<file path="src/rtl/fm_dac_multi.sv">
// rtl/fm_dac_multi.sv - multi-channel FM sine PWM DAC driven by per-channel distance words
// Optional macro FM_DAC_RAMP_EN: slew each channel's phase increment toward its target.
module fm_dac_multi #(
    parameter int CHANNELS       = 2,
    parameter int DIST_WIDTH     = 13,
    parameter int SINE_WIDTH     = 8,
    parameter int PHASE_WIDTH    = 32,
    parameter int LUT_ADDR_WIDTH = 8,
    parameter int MAX_DIST       = 2000,
    parameter int BASE_INC       = 1024,
    parameter int INC_SCALE      = 256,
    parameter int RAMP_STEP      = 4096
) (
    input  logic                           clk,
    input  logic                           reset,
    input  logic                           enable,
    input  logic [CHANNELS*DIST_WIDTH-1:0] distance,
    input  logic [CHANNELS-1:0]            dist_valid,
    output logic [CHANNELS-1:0]            dist_ready,
    output logic [CHANNELS-1:0]            pwm_out,
    output logic [CHANNELS*SINE_WIDTH-1:0] sample_out,
    output logic                           period_tick
);
    localparam int LUT_SIZE = 1 << LUT_ADDR_WIDTH;

    function automatic logic [SINE_WIDTH-1:0] sine_entry(input int idx);
        real amp;
        real s;
        amp = ((2.0 ** SINE_WIDTH) - 1.0) / 2.0;
        s   = amp * (1.0 + $sin(2.0 * 3.14159265358979 * idx / LUT_SIZE));
        return SINE_WIDTH'($rtoi(s + 0.5));
    endfunction

    function automatic logic [PHASE_WIDTH-1:0] inc_for(input logic [DIST_WIDTH-1:0] d);
        logic [63:0] dz;
        logic [63:0] cl;
        dz = 64'(d);
        cl = (dz > 64'(MAX_DIST)) ? 64'(MAX_DIST) : dz;
        return PHASE_WIDTH'(64'(BASE_INC) + cl * 64'(INC_SCALE));
    endfunction

`ifdef FM_DAC_RAMP_EN
    function automatic logic [PHASE_WIDTH-1:0] ramp_toward(input logic [PHASE_WIDTH-1:0] cur,
                                                         input logic [PHASE_WIDTH-1:0] tgt);
        logic [PHASE_WIDTH-1:0] step;
        step = PHASE_WIDTH'(RAMP_STEP);
        if (tgt > cur)
            return ((tgt - cur) > step) ? cur + step : tgt;
        else
            return ((cur - tgt) > step) ? cur - step : tgt;
    endfunction
`endif

    logic [SINE_WIDTH-1:0] lut [LUT_SIZE];
    for (genvar i = 0; i < LUT_SIZE; i++) begin : g_lut
        assign lut[i] = sine_entry(i);
    end

    logic [SINE_WIDTH-1:0]  counter_q, counter_d;
    logic [PHASE_WIDTH-1:0] phase_q  [CHANNELS];
    logic [PHASE_WIDTH-1:0] phase_d  [CHANNELS];
    logic [PHASE_WIDTH-1:0] inc_q    [CHANNELS];
    logic [PHASE_WIDTH-1:0] inc_d    [CHANNELS];
    logic [PHASE_WIDTH-1:0] target_q [CHANNELS];
    logic [PHASE_WIDTH-1:0] target_d [CHANNELS];
    logic [SINE_WIDTH-1:0]  duty_q   [CHANNELS];
    logic [SINE_WIDTH-1:0]  duty_d   [CHANNELS];
    logic [DIST_WIDTH-1:0]  pend_q   [CHANNELS];
    logic [DIST_WIDTH-1:0]  pend_d   [CHANNELS];
    logic [CHANNELS-1:0]    pend_v_q, pend_v_d;
    logic [CHANNELS-1:0]    pwm_q, pwm_d;
    logic                   boundary;

    assign boundary    = enable && (counter_q == '0);
    assign period_tick = boundary && !reset;
    assign dist_ready  = ~pend_v_q;
    assign pwm_out     = pwm_q;

    for (genvar c = 0; c < CHANNELS; c++) begin : g_out
        assign sample_out[c*SINE_WIDTH +: SINE_WIDTH] = duty_q[c];
    end

    always_comb begin
        counter_d = enable ? counter_q + SINE_WIDTH'(1) : counter_q;
        pend_v_d  = pend_v_q;
        pwm_d     = '0;
        for (int c = 0; c < CHANNELS; c++) begin
            phase_d[c]  = phase_q[c];
            inc_d[c]    = inc_q[c];
            target_d[c] = target_q[c];
            duty_d[c]   = duty_q[c];
            pend_d[c]   = pend_q[c];
            if (boundary) begin
                duty_d[c]  = lut[phase_q[c][PHASE_WIDTH-1 -: LUT_ADDR_WIDTH]];
                phase_d[c] = phase_q[c] + inc_q[c];
                if (pend_v_q[c]) begin
                    target_d[c] = inc_for(pend_q[c]);
                    pend_v_d[c] = 1'b0;
                end
`ifdef FM_DAC_RAMP_EN
                // A freshly loaded target holds inc for this boundary; stepping starts next one.
                if (!pend_v_q[c])
                    inc_d[c] = ramp_toward(inc_q[c], target_q[c]);
`else
                inc_d[c] = target_d[c];
`endif
            end
            // Ready is low while a value is pending, so a boundary-coincident capture lands next period.
            if (dist_valid[c] && !pend_v_q[c]) begin
                pend_d[c]   = distance[c*DIST_WIDTH +: DIST_WIDTH];
                pend_v_d[c] = 1'b1;
            end
            // Compare against the duty in force for this period, including the one just loaded.
            pwm_d[c] = enable && (counter_q < duty_d[c]);
        end
    end

    always_ff @(posedge clk) begin
        if (reset) begin
            counter_q <= '0;
            pend_v_q  <= '0;
            pwm_q     <= '0;
            for (int c = 0; c < CHANNELS; c++) begin
                phase_q[c]  <= '0;
                inc_q[c]    <= PHASE_WIDTH'(BASE_INC);
                target_q[c] <= PHASE_WIDTH'(BASE_INC);
                duty_q[c]   <= '0;
                pend_q[c]   <= '0;
            end
        end else begin
            counter_q <= counter_d;
            pend_v_q  <= pend_v_d;
            pwm_q     <= pwm_d;
            for (int c = 0; c < CHANNELS; c++) begin
                phase_q[c]  <= phase_d[c];
                inc_q[c]    <= inc_d[c];
                target_q[c] <= target_d[c];
                duty_q[c]   <= duty_d[c];
                pend_q[c]   <= pend_d[c];
            end
        end
    end
endmodule
</file>
<file path="config.mk">
export PLATFORM = sky130hd
export DESIGN_NAME = fm_dac_multi
export DESIGN_NICKNAME = d
export VERILOG_FILES = /design/src/rtl/fm_dac_multi.sv
export SDC_FILE = /design/constraint.sdc
export NUM_CORES = 1
export LEC_CHECK = 0
export CAP_MARGIN = 20
export CORE_MARGIN = 4
export CORE_UTILIZATION = 45
export DETAILED_ROUTE_END_ITERATION = 10
export GPL_TIMING_DRIVEN = 1
export SLEW_MARGIN = 20
export SYNTH_ARGS = -nofsm -noshare
export SYNTH_HDL_FRONTEND = slang
export SYNTH_SLANG_ARGS = --single-unit
</file>
<file path="constraint.sdc">
create_clock -name clk -period 8.57 [get_ports clk]
set_input_delay 1.2855 -clock clk [delete_from_list [all_inputs] [get_ports clk]]
set_output_delay 1.2855 -clock clk [all_outputs]
set_load 0.1 [all_outputs]
</file>
-- Word level (Yosys, flattened, before mapping)
Memory sizes are Yosys's and may differ from the RTL's.
Cells that the tools add are included.
- flip-flop bits (word level): 12
- output and inout bits: 21
- word-level logic and storage cells: 81
- bits of input ports: 31
- memory bits (read-only): 4096
- memories: 7
- RAM bits: 234
- memories (name ; depth ; bits a word ; read ports ; clocked after memory_dff ; wr ports ; line ; source):
    (name not given) ; 256 ; 8 ; 1 ; 0 ; 0 ; 94 ; duty_d[c] = lut[phase_q[c][PHASE_WIDTH-1 -: LUT_ADDR_WIDTH]];
    (name not given) ; 256 ; 8 ; 1 ; 0 ; 0 ; 94 ;
    inc_q ; 2 ; 32 ; 2 ; 0 ; 2 ; 62 ; logic [PHASE_WIDTH-1:0] inc_q [CHANNELS];
    phase_q ; 2 ; 32 ; 2 ; 0 ; 2 ; 60 ; logic [PHASE_WIDTH-1:0] phase_q [CHANNELS];
    target_q ; 2 ; 32 ; 2 ; 0 ; 2 ; 64 ; logic [PHASE_WIDTH-1:0] target_q [CHANNELS];
    pend_q ; 2 ; 13 ; 2 ; 0 ; 2 ; 68 ; logic [DIST_WIDTH-1:0] pend_q [CHANNELS];
    +1 memories ; - ; - ; - ; - ; - ; - ;
- muxes and demuxes: 34
- reduce and logical (&&, ||, !) cells: 12
- magnitude comparators: 6
- add/subtract/negate cells: 5
- bitwise gates (word level): 13
- operators with widths (cell ; count):
    $mux 32 ; 14
    $mux 13 ; 6
    $add 32x32->32 ; 2
    $mux 8 ; 8
    $add 11x21->22 const A ; 2
    $gt 13x11->1 const B ; 2
    $ge 9x9->1 const B ; 2
    $not 8->9 ; 2
    $lt 8x8->1 ; 2
    $or 1x1->1 ; 10
    $add 8x1->8 const B ; 1
    $logic_not 8->1 ; 1
    $logic_and 1x1->1 ; 6
    $mux 1 ; 6
    $reduce_bool 2->1 ; 2
    $logic_not 1->1 ; 3
    $not 2->2 ; 1

-- Logic depth before layout (Yosys ltp)
An unclocked memory read counts as a cell.
- depth after elaboration: 8
- depth in mapped cells: 17

-- Least setup slack after synthesis
OpenSTA, ideal clock, no wires.
- path kind: input to output
- start: in enable
- end: out period_tick
- slack: 4.759 ns
- stages: 5
- data arrival time: 2.526 ns
- path through: buf_4 > nor4b_2 > and2_2 > nand2b_1 > inv_1
- word-level cells in the longest chain between the ends: 2
- RTL lines (element ; line ; source):
    start, declared ; 16 ; input logic enable,
    $logic_and 1x1->1 ; 74 ; assign boundary = enable && (counter_q == '0);
    $logic_and 1x1->1 ; 75 ; assign period_tick = boundary && !reset;
    end, declared ; 22 ; output logic period_tick
Every way passes these cells.

-- Final worst setup path
Same ends and word-level chain as after synthesis.

==> impl_metrics.json <==
{
  "grt_pass1_vias": 9370,
  "firstDrtPassIters": 6,
  "final_cells": 1712,
  "netlist.area_leader.share_pct": 24.7,
  "ant_nets": 0,
  "syn_area_mm2": 0.0105,
  "grt_max_degree": 79,
  "setup_viol": 0,
  "synth_nets": 1512,
  "syn_to_final_growth_pct": 10.5,
  "yosysWarnings": 0,
  "synthTopCellsByArea": "dfxtp_1 25%, ha_1 8.1%, nand2_1 6.6%",
  "die_w_um": 161,
  "powerDensity_mw_per_mm2": 138,
  "clock_path_buffers": 2,
  "drtIter0Drc": 1073,
  "mostFrequentLayoutCells": "184 x nand2_1, 132 x a21oi_1, 126 x dfxtp_1, 120 x nor2_1, 90 x o21ai_0",
  "grt_use_total_pct": 22.0,
  "worstPathArrival_ps": 3840,
  "dieHeight_um": 161,
  "drv_slew": 0,
  "antenna_cells": 0,
  "report.power.total_mw": 1.61,
  "max_freq_mhz": 195,
  "vias": 10226,
  "cts_buffers": 17,
  "end_kind": "output pin",
  "worstPathMaxFanout": 8,
  "die-area_mm2": 0.0259,
  "max-slew-margin-rel_pct": 32.1,
  "antenna_found_initial": 1,
  "ctsResizeCount": 0,
  "post_cts_buffers": 0,
  "finish.utilization_pct": 50.9,
  "r2r_setup_slack_ps": 3980,
  "drv_cap": 0,
  "htreeDepth": 4,
  "crit_buf_inv": 3,
  "fin_nets": 1487,
  "start_util_pct": 46.1,
  "fin_crit_ps": 5130,
  "p_leak_nw": 4.17,
  "dp_hpwl_mm": 19.5,
  "wl_per_cell_um": 17.0,
  "post-synth-top-area-cell": "dfxtp_1",
  "crit_family": "buffers and inverters",
  "crit_path_top_delay_cell": "clkdlybuf4s50_1",
  "final_area_mm2": 0.0116,
  "synth_cell_types": 83,
  "hp-class": "reg -> reg",
  "holdWs_ps": 454,
  "cp_slowest_stage_delay_ps": 1160,
  "fp-row-count": 55,
  "hold_buffers": 0,
  "grt_pass1_wl_mm": 48.3,
  "ys.flop_type": "dfxtp_1",
  "nFillCells": 2330,
  "place_inst": 1680,
  "overflow": 0,
  "grt_setup_unrepaired": "no",
  "seq_area_frac_synth_pct": 24.7,
  "dp_slack_ps": 3450,
  "postLayoutSetupSlackWorst_ps": 3440,
  "worstPathCellList": "clkdlybuf4s50_1 -> nor4b_2 -> and2_2 -> nand2b_1 -> inv_1 -> clkdlybuf4s50_1",
  "cts_tree": "yes",
  "worstPathRequired_ps": 7280,
  "synth-async-reset-ratio_pct": 0,
  "clock_skew_ps": 10.5,
  "synth-edff-count": 0,
  "hold_viol": 0,
  "worst_setup_path_start_kind": "input pin",
  "tns_ps": 0,
  "path_class": "in -> out",
  "mostFrequentLayoutCell": "nand2_1",
  "ir_worst_vdd_v": 0.000129,
  "ys_seq_elements": 130,
  "max_slew.worst_pin.slew_ps": 1010,
  "drc": 0,
  "clock_latency_ps": 410,
  "routed_wl_mm": 29.1,
  "ios": 52,
  "io_buffers": 51,
  "path_common_cell": "clkdlybuf4s50_1",
  "placedInstanceArea_mm2": 0.0110,
  "vias_per_cell": 5.97,
  "drive_above_1_share_pct": 6.36,
  "gp_congestion": 0.909,
  "min_period_over_period_pct": 59.8,
  "core_area_mm2": 0.0228,
  "clk_pin_slew_ps": 60,
  "status": "completed",
  "cts-root-buf": "clkbuf_16",
  "clkSinkCount": 130,
  "synth.avg_cell_area_um2": 7.46,
  "syn_inst": 1411
}
## worst min-delay path: stages, from the launching register on
cell and delay [ps]:
dfxtp_1 310, nand2_1 50, a21oi_1 50
## report_power, final
part / switching [mW] / internal [mW]
Combinational: 0.136 / 0.0747
Clock: 0.272 / 0.473
Sequential: 0.0206 / 0.630
## routing by layer
| layer | vias up | GRT usage, % | wire, µm |
|---|---|---|---|
| met4 | 2 | 6.09 | 490 |
| met5 | - | 0 | 12 |
| met3 | 40 | 3.72 | 1690 |
| met2 | 315 | 34.9 | 13000 |
| li1 | 5106 | - | - |
| met1 | 4763 | 30.8 | 13900 |
## state kept, by name, indices dropped and copies added (netlist names)
name       count
phase_q       48
inc_q         28
pend_q        26
duty_q        16
counter_q      8
pend_v_q       2
pwm_out        2
## logic make-up (layout without fill, tap and decap cells)
family / Yosys count / count (layout) / synth area share (%)
buf+inv: 152 / 140 / 6.54
flops: 130 / 130 / 24.7
mux: 30 / 30 / 3.40
xor+xnor: 43 / 43 / 3.58
compound gates: 458 / 458 / 29.0
fa+ha+maj: 70 / 70 / 8.46
simple gates: 528 / 528 / 24.3
## final timing paths
check,start,to,cells past startpoint
min reg2reg,pend_q[0][11],pend_q[0][11],2
max,enable,period_tick,6
max reg2reg,phase_q[0][24],pwm_out[0],14
min,pend_q[0][11],pend_q[0][11],2
## cell usage after synthesis (7+ instances only)
library cell    n
ha_1           68
a31oi_1        21
buf_2          38
xor2_1         16
nand3_1        27
nor3_1         23
inv_1          37
xnor2_1        27
or3_1          15
a311oi_1       18
nor3b_1        14
o21ai_0        90
nand2b_1       33
and3_1         19
nand3b_1       13
nand2_1       185
a21oi_1       132
a31o_2          7
dfxtp_1       130
o211ai_1       27
and2_1         10
o221ai_1       10
o21a_1          9
a21o_1         11
mux2i_1        20
o31ai_1         7
nand4_1         9
clkbuf_1       48
a211oi_1       38
buf_1           7
o311ai_0       13
nor2_1        121
buf_4          12
nor2b_1        33
## area by class of cell
cell class / count / area (µm²) / area share (%)
clock inverters: 12 / 156 / 1.34
inverters: 42 / 158 / 1.36
repair buffers: 66 / 621 / 5.33
multi-input cells: 1129 / 7240 / 62.3
clock buffers: 20 / 457 / 3.93
flip-flops and latches: 130 / 2610 / 22.4
well taps: 313 / 392 / 3.37
No activity file was read; power rests on OpenSTA's default activity.
